==> src/rtl/hazard_pkg.sv <==
// Shared types for the RV32 hazard controller.
//   fwd_sel_t  : operand-forwarding select driven into the E-stage operand muxes
//   hz_state_t : data-memory wait FSM state
package hazard_pkg;

  typedef enum logic [1:0] {
    FWD_RF  = 2'b00,
    FWD_WB  = 2'b01,
    FWD_MEM = 2'b10
  } fwd_sel_t;

  typedef enum logic [1:0] {
    RUN,
    WAIT,
    FAULT
  } hz_state_t;

endpackage

==> src/rtl/hazard_ctrl_fwd_select.sv <==
// Per-operand forwarding select for the E stage.
//   rs          : source register of the operand in E
//   rd_m/_w     : destination registers in M / W
//   reg_write_* : M / W write the register file
//   sel         : FWD_MEM when M matches, else FWD_WB when W matches, else FWD_RF
// x0 is never forwarded; M has priority because it holds the younger result.
module fwd_select
  import hazard_pkg::*;
#(
  parameter int unsigned REG_AW = 5
) (
  input  logic [REG_AW-1:0] rs,
  input  logic [REG_AW-1:0] rd_m,
  input  logic              reg_write_m,
  input  logic [REG_AW-1:0] rd_w,
  input  logic              reg_write_w,
  output fwd_sel_t          sel
);

  always_comb begin
    sel = FWD_RF;
    if (reg_write_m && (rd_m != '0) && (rd_m == rs)) begin
      sel = FWD_MEM;
    end else if (reg_write_w && (rd_w != '0) && (rd_w == rs)) begin
      sel = FWD_WB;
    end
  end

endmodule

==> src/rtl/hazard_ctrl.sv <==
// Hazard controller for the 5-stage RV32 pipeline.
//   Inputs : D/E source registers, E/M/W destinations and write enables,
//            load_e, pc_src_e, data-memory request/ready handshake.
//   Outputs: forward_a_e/forward_b_e operand selects, stall_f/d/e/m and
//            flush_d/e/w pipeline-register controls, sticky mem_fault,
//            saturating stall_cnt/flush_cnt performance counters.
// rst is asynchronous and active low.
module hazard_ctrl
  import hazard_pkg::*;
#(
  parameter int unsigned REG_AW      = 5,
  parameter int unsigned MEM_TIMEOUT = 64,
  parameter int unsigned PERF_W      = 32
) (
  input  logic              clk,
  input  logic              rst,
  input  logic [REG_AW-1:0] rs1_d,
  input  logic [REG_AW-1:0] rs2_d,
  input  logic [REG_AW-1:0] rs1_e,
  input  logic [REG_AW-1:0] rs2_e,
  input  logic [REG_AW-1:0] rd_e,
  input  logic              load_e,
  input  logic [REG_AW-1:0] rd_m,
  input  logic              reg_write_m,
  input  logic [REG_AW-1:0] rd_w,
  input  logic              reg_write_w,
  input  logic              pc_src_e,
  input  logic              dmem_req_m,
  input  logic              dmem_ready,
  output logic [1:0]        forward_a_e,
  output logic [1:0]        forward_b_e,
  output logic              stall_f,
  output logic              stall_d,
  output logic              stall_e,
  output logic              stall_m,
  output logic              flush_d,
  output logic              flush_e,
  output logic              flush_w,
  output logic              mem_fault,
  output logic [PERF_W-1:0] stall_cnt,
  output logic [PERF_W-1:0] flush_cnt
);

  localparam int unsigned WCW = $clog2(MEM_TIMEOUT + 1);
  localparam logic [WCW-1:0] TIMEOUT_V = WCW'(MEM_TIMEOUT);

  fwd_sel_t fwd_a;
  fwd_sel_t fwd_b;

  hz_state_t         state_q, state_d;
  logic [WCW-1:0]    wait_cnt_q, wait_cnt_d;
  logic [PERF_W-1:0] stall_cnt_q, stall_cnt_d;
  logic [PERF_W-1:0] flush_cnt_q, flush_cnt_d;

  logic lwstall;
  logic memstall;
  logic flush_taken;

  fwd_select #(.REG_AW(REG_AW)) u_fwd_a (
    .rs          (rs1_e),
    .rd_m        (rd_m),
    .reg_write_m (reg_write_m),
    .rd_w        (rd_w),
    .reg_write_w (reg_write_w),
    .sel         (fwd_a)
  );

  fwd_select #(.REG_AW(REG_AW)) u_fwd_b (
    .rs          (rs2_e),
    .rd_m        (rd_m),
    .reg_write_m (reg_write_m),
    .rd_w        (rd_w),
    .reg_write_w (reg_write_w),
    .sel         (fwd_b)
  );

  assign lwstall  = load_e && (rd_e != '0) && ((rd_e == rs1_d) || (rd_e == rs2_d));
  assign memstall = dmem_req_m && !dmem_ready;

  // Wait FSM and counter next-state.
  always_comb begin
    state_d    = state_q;
    wait_cnt_d = wait_cnt_q;
    unique case (state_q)
      RUN: begin
        if (memstall) begin
          wait_cnt_d = WCW'(1);
          state_d    = (MEM_TIMEOUT <= 1) ? FAULT : WAIT;
        end
      end
      WAIT: begin
        if (dmem_ready) begin
          wait_cnt_d = '0;
          state_d    = RUN;
        end else begin
          wait_cnt_d = wait_cnt_q + WCW'(1);
          if (wait_cnt_d == TIMEOUT_V) begin
            state_d = FAULT;
          end
        end
      end
      FAULT: begin
        state_d = FAULT;
      end
      default: begin
        state_d    = RUN;
        wait_cnt_d = '0;
      end
    endcase
  end

  // Pipeline controls are combinational so a stall takes effect in the same
  // cycle as the cause; outputs are also held at their reset values while
  // rst is asserted, since memstall/lwstall would otherwise leak through.
  always_comb begin
    forward_a_e = fwd_a;
    forward_b_e = fwd_b;
    stall_f     = 1'b0;
    stall_d     = 1'b0;
    stall_e     = 1'b0;
    stall_m     = 1'b0;
    flush_d     = 1'b0;
    flush_e     = 1'b0;
    flush_w     = 1'b0;
    flush_taken = 1'b0;
    if (!rst) begin
      forward_a_e = FWD_RF;
      forward_b_e = FWD_RF;
    end else if ((state_q == FAULT) || memstall) begin
      stall_f = 1'b1;
      stall_d = 1'b1;
      stall_e = 1'b1;
      stall_m = 1'b1;
      flush_w = 1'b1;
    end else if (pc_src_e) begin
      // Wrong-path D instruction: any concurrent load-use stall is moot.
      flush_d     = 1'b1;
      flush_e     = 1'b1;
      flush_taken = 1'b1;
    end else if (lwstall) begin
      stall_f = 1'b1;
      stall_d = 1'b1;
      flush_e = 1'b1;
    end
  end

  always_comb begin
    stall_cnt_d = stall_cnt_q;
    flush_cnt_d = flush_cnt_q;
    if (stall_f && (stall_cnt_q != '1)) begin
      stall_cnt_d = stall_cnt_q + PERF_W'(1);
    end
    if (flush_taken && (flush_cnt_q != '1)) begin
      flush_cnt_d = flush_cnt_q + PERF_W'(1);
    end
  end

  always_ff @(posedge clk or negedge rst) begin
    if (!rst) begin
      state_q     <= RUN;
      wait_cnt_q  <= '0;
      stall_cnt_q <= '0;
      flush_cnt_q <= '0;
    end else begin
      state_q     <= state_d;
      wait_cnt_q  <= wait_cnt_d;
      stall_cnt_q <= stall_cnt_d;
      flush_cnt_q <= flush_cnt_d;
    end
  end

  assign mem_fault = (state_q == FAULT);
  assign stall_cnt = stall_cnt_q;
  assign flush_cnt = flush_cnt_q;

endmodule
==> config.mk <==
export PLATFORM = sky130hd
export DESIGN_NAME = hazard_ctrl
export DESIGN_NICKNAME = d
export VERILOG_FILES = /design/src/rtl/hazard_pkg.sv /design/src/rtl/hazard_ctrl_fwd_select.sv /design/src/rtl/hazard_ctrl.sv
export SDC_FILE = /design/constraint.sdc
export NUM_CORES = 1
export LEC_CHECK = 0
export ABC_AREA = 1
export ABC_CLOCK_PERIOD_IN_PS = 2450
export BUFFER_PORTS_ARGS = -buffer_cell sky130_fd_sc_hd__buf_2
export CAP_MARGIN = 20
export CORE_MARGIN = 2
export CORE_UTILIZATION = 30
export DETAILED_ROUTE_END_ITERATION = 8
export GPL_ROUTABILITY_DRIVEN = 0
export PLACE_DENSITY = 0.48
export SYNTH_ARGS = -nofsm -noshare
export SYNTH_HDL_FRONTEND = slang
export SYNTH_HIERARCHICAL = 1
export SYNTH_SLANG_ARGS = --single-unit
==> constraint.sdc <==
create_clock -name clk -period 2.45 [get_ports clk]
set_input_delay 0.49 -clock clk [delete_from_list [all_inputs] [get_ports clk]]
set_output_delay 0.49 -clock clk [all_outputs]
set_load 0.005 [all_outputs]
==> summary.md <==
| Metric | Value |
|---|---|
| Mux cell area share after synthesis | `0.001894` |
| Pin count of the biggest net entering global routing | `45` |
| Setup violators final | `0` |
| Reg2Reg Setup Slack | `0.37 ns` |
| CTS Buf Count | `9` |
| CTS tree | `yes` |
| Post-Syn Nets | `874` |
| Area delta synth->final | `22.47%` |
| CP Class | `register to output port` |
| Int Power | `0.002516 W` |
| Dpl ws | `0.2101 ns` |
| Number of synthesized flops with an enable pin | `0` |
| Post-layout min period | `2.198 ns` |
| FF-to-FF End | `stall_cnt[10]$_DFFE_PN0P_` |
| Routed WL per cell | `13.17 µm` |
| Setup crit start kind | `register` |
| Post-synthesis compound-gate area fraction | `0.03434` |
| PostCTS Resize Cnt | `0` |
| Area share of fa/ha/maj cells after synthesis | `0.007104` |
| Clk slew on worst S/H paths | `0.06 ns` |
| Inserted Diodes | `0` |
| Fin Setup TNS | `0 ns` |
| Yosys cell types | `33` |
| RR Startpoint | `stall_cnt[0]$_DFFE_PN0P_` |
| Antenna-violating nets left | `0` |
| Clk sink count | `73` |
| Clock skew | `0.005977 ns` |
| Vias per cell | `4.477` |
| CP Capture Type | `output port` |
| Tcrit/Tclk final | `0.8970` |
| Die area | `18690 µm²` |
| Detailed-route wire length | `15590 µm` |
| CP startpoint | `state_q[0]$_DFFE_PN0P_` |
| Gate power share | `0.188` |
| Hold buffer count at cts | `0` |
| Arrival time worst endpoint | `1.71 ns` |
| Core Rows | `48` |
| Fraction of layout cells with a size suffix above 1 | `0.1741` |
| Status | `complete, no violations` |
| Hold crit path type | `input pin to async pin` |
| Seq pwr share | `0.416` |
| Register bit total from synthesis | `73` |
| Layout Nets | `1000` |
| CP Capture Point | `stall_f` |
| Final Util | `0.3754` |
| Synth Instances | `828` |
| Die Ht | `136.7 µm` |
| Initial DRC count | `265` |
| Max VDD drop | `0.3379 mV` |
| Net Switching | `0.001092 W` |
| Crit-path max FO | `12` |
| Overflow after GRT | `0` |
| Initial antenna violation count | `0` |
| IO Count | `119` |
| Met2 Use GR | `0.2867` |
| Leak | `3.506 nW` |
| Leading register cell type out of synthesis | `dfrtp_1` |
| DRC | `0` |
| Worst-Margin Slew | `0.5766 ns` |
| Post-layout worst setup margin | `0.2523 ns` |
| Vias post-DR | `5301` |
| Slew headroom | `0.6156` |
| Unrepaired setup endpoints after global routing | `no` |
| Vias in the first global route | `4911` |
| Total Routing Usage GR | `0.1715` |
| CTS H-Tree Depth | `3` |
| Syn Area/Cell | `6.381 µm²` |
| Drt first pass iters | `7` |
| WP data required | `1.96 ns` |
| Clock latency at the later pin of the worst-skew pair | `0.34 ns` |
| Final hold violation count | `0` |
| Placeable Area | `17240 µm²` |
| Initial Util | `0.3065` |
| Largest family of logic cells by synthesized area | `simple AND/OR/NAND/NOR gates` |
| First-pass GRT wire length | `25070 µm` |
| Post-Synth Simple-Gate Area | `0.4357` |
| R2R cell count | `10` |
| GRT busiest layer | `met2` |
| Slew Viols, Final | `0` |
| Pwr Density | `557.5 nW/µm²` |
| Die Wd | `136.7 µm` |
| F_max | `455.0 MHz` |
| Synth Area in XOR/XNOR | `0.08619` |
| Syn. warnings | `6` |
| Netlist Area Pre-Place | `5284 µm²` |
| # port buffers | `118` |
| Clock network fraction of design power | `0.396` |
| Max-cap violations | `0` |
| Root buffer cell | `clkbuf_16` |
| Met1 Usage GRT | `0.2231` |
| Post-synthesis sequential area ratio | `0.3457` |
| Cell Count, Final, Fillers Out | `1184` |
| Max Root-Sink Buffers | `2` |
| Post-CTS setup-driven buffer insertion count | `0` |
| FFs w/ async S/R, synth | `1.000` |
| Placed cells | `1168` |
| GRT met3 Usage | `0.04556` |
| Sw Ratio | `0.3027` |
| Post-DP HPWL | `12200 µm` |
==> cells by family (layout without fill, tap and decap cells) <==
logic type,Yosys count,count (layout)
xor gates and xnor gates,52,52
and+or+nand+nor,555,555
buffers and inverters,111,242
AOI/OAI and AO/OA,33,33
DFF,73,73
muxes,1,1
adders and majority gates,3,3
==> metrics by stage <==
step | area, µm² | total power, W | hold slack, ns
6_report | 6471 | 0.003608 | 0.2823
2_1_floorplan | 5284 | 0.001876 | 0.1944
3_5_place_dp | 6142 | 0.002208 | 0.4956
5_1_grt | 6471 | 0.003839 | 0.3216
4_1_cts | 6469 | 0.003674 | 0.2965
3_3_place_gp | 6142 | 0.002206 | 0.4974
==> synthesized netlist by cell type, types with 2 or more instances <==
| cell type | instances | area [µm²] |
|---|---|---|
| nand4_1 | 11 | 68.82 |
| xor2_1 | 43 | 376.6 |
| nor3_1 | 23 | 115.1 |
| nand2_1 | 333 | 1250 |
| inv_2 | 5 | 18.77 |
| inv_1 | 90 | 337.8 |
| buf_6 | 4 | 45.04 |
| a21boi_0 | 2 | 15.01 |
| buf_4 | 4 | 30.03 |
| buf_2 | 7 | 35.03 |
| o21ai_1 | 9 | 45.04 |
| ha_1 | 3 | 37.54 |
| a21oi_1 | 3 | 15.01 |
| nand3b_1 | 8 | 60.06 |
| dfrtp_1 | 73 | 1827 |
| nor2_1 | 108 | 405.4 |
| xnor2_1 | 9 | 78.83 |
| o21ai_0 | 14 | 70.07 |
| nand3_1 | 57 | 285.3 |
| o22ai_1 | 2 | 12.51 |
| nand2_2 | 4 | 25.02 |
| nor2_2 | 4 | 25.02 |
| nor3_2 | 2 | 20.02 |
==> cells in the final DEF (no fill, tap or decap), types with 3 or more instances in the layout <==
master,instances
nand3_1,57
nor2_2,4
xor2_1,43
o21ai_1,9
nand2_2,5
xnor2_1,9
ha_1,3
clkbuf_16,9
a21oi_1,3
nor3_1,23
nor2_1,108
buf_4,14
nand4_1,11
nand2_1,332
buf_2,117
inv_2,5
dfrtp_1,73
clkbuf_8,4
nand3b_1,8
o21ai_0,14
inv_1,90
==> routing by layer <==
metal	wire length, µm	part of all wire	up-vias
li1	-	-	2815
met1	7409	0.48	2378
met2	7326	0.47	95
met3	686	0.044	13
met4	168	0.011	0
met5	0	0	-
==> how the worst min path moves through the flow <==
stage / start / end / slack (ns)
floorplan: rst / flush_cnt[0]$_DFFE_PN0P_ / 0.19
CTS: rst / wait_cnt_q[5]$_DFFE_PN0P_ / 0.30
detailed placement: wait_cnt_q[1]$_DFFE_PN0P_ / wait_cnt_q[1]$_DFFE_PN0P_ / 0.50
global placement: wait_cnt_q[1]$_DFFE_PN0P_ / wait_cnt_q[1]$_DFFE_PN0P_ / 0.50
finish: rst / wait_cnt_q[5]$_DFFE_PN0P_ / 0.28
global route: rst / wait_cnt_q[5]$_DFFE_PN0P_ / 0.32
==> final cells by class <==
class | instances | area [µm²]
inverters | 95 | 356.6
multi-input cells | 644 | 2989
clock inverters | 3 | 46.29
well taps | 225 | 281.5
repair buffers | 131 | 690.7
flip-flops and latches | 73 | 1827
fillers | 1906 | 10770
clock buffers | 13 | 280.3
==> state kept, by name, indices dropped and copies added, names as in the netlist <==
register    flops
flush_cnt      32
stall_cnt      32
state_q         2
wait_cnt_q      7
==> critical path: stages (launching register included) <==
cell and delay [ns]:
dfrtp_1 0.38, inv_1 0.09, nand2_1 0.09, nand2_1 0.11
inv_1 0.06, nor2_1 0.12, inv_1 0.06, nand2_2 0.26
buf_2 0.18
==> power groups by stage <==
stage | clock (W) | sequential (W) | combinational, W
2_1_floorplan | 0 | 0.00150 | 0.000377
3_3_place_gp | 0 | 0.00153 | 0.000679
3_5_place_dp | 0 | 0.00152 | 0.000686
4_1_cts | 0.00148 | 0.00150 | 0.000689
5_1_grt | 0.00153 | 0.00154 | 0.000775
6_report | 0.00143 | 0.00150 | 0.000678
Note: power is estimated with default switching activity, not from simulation.
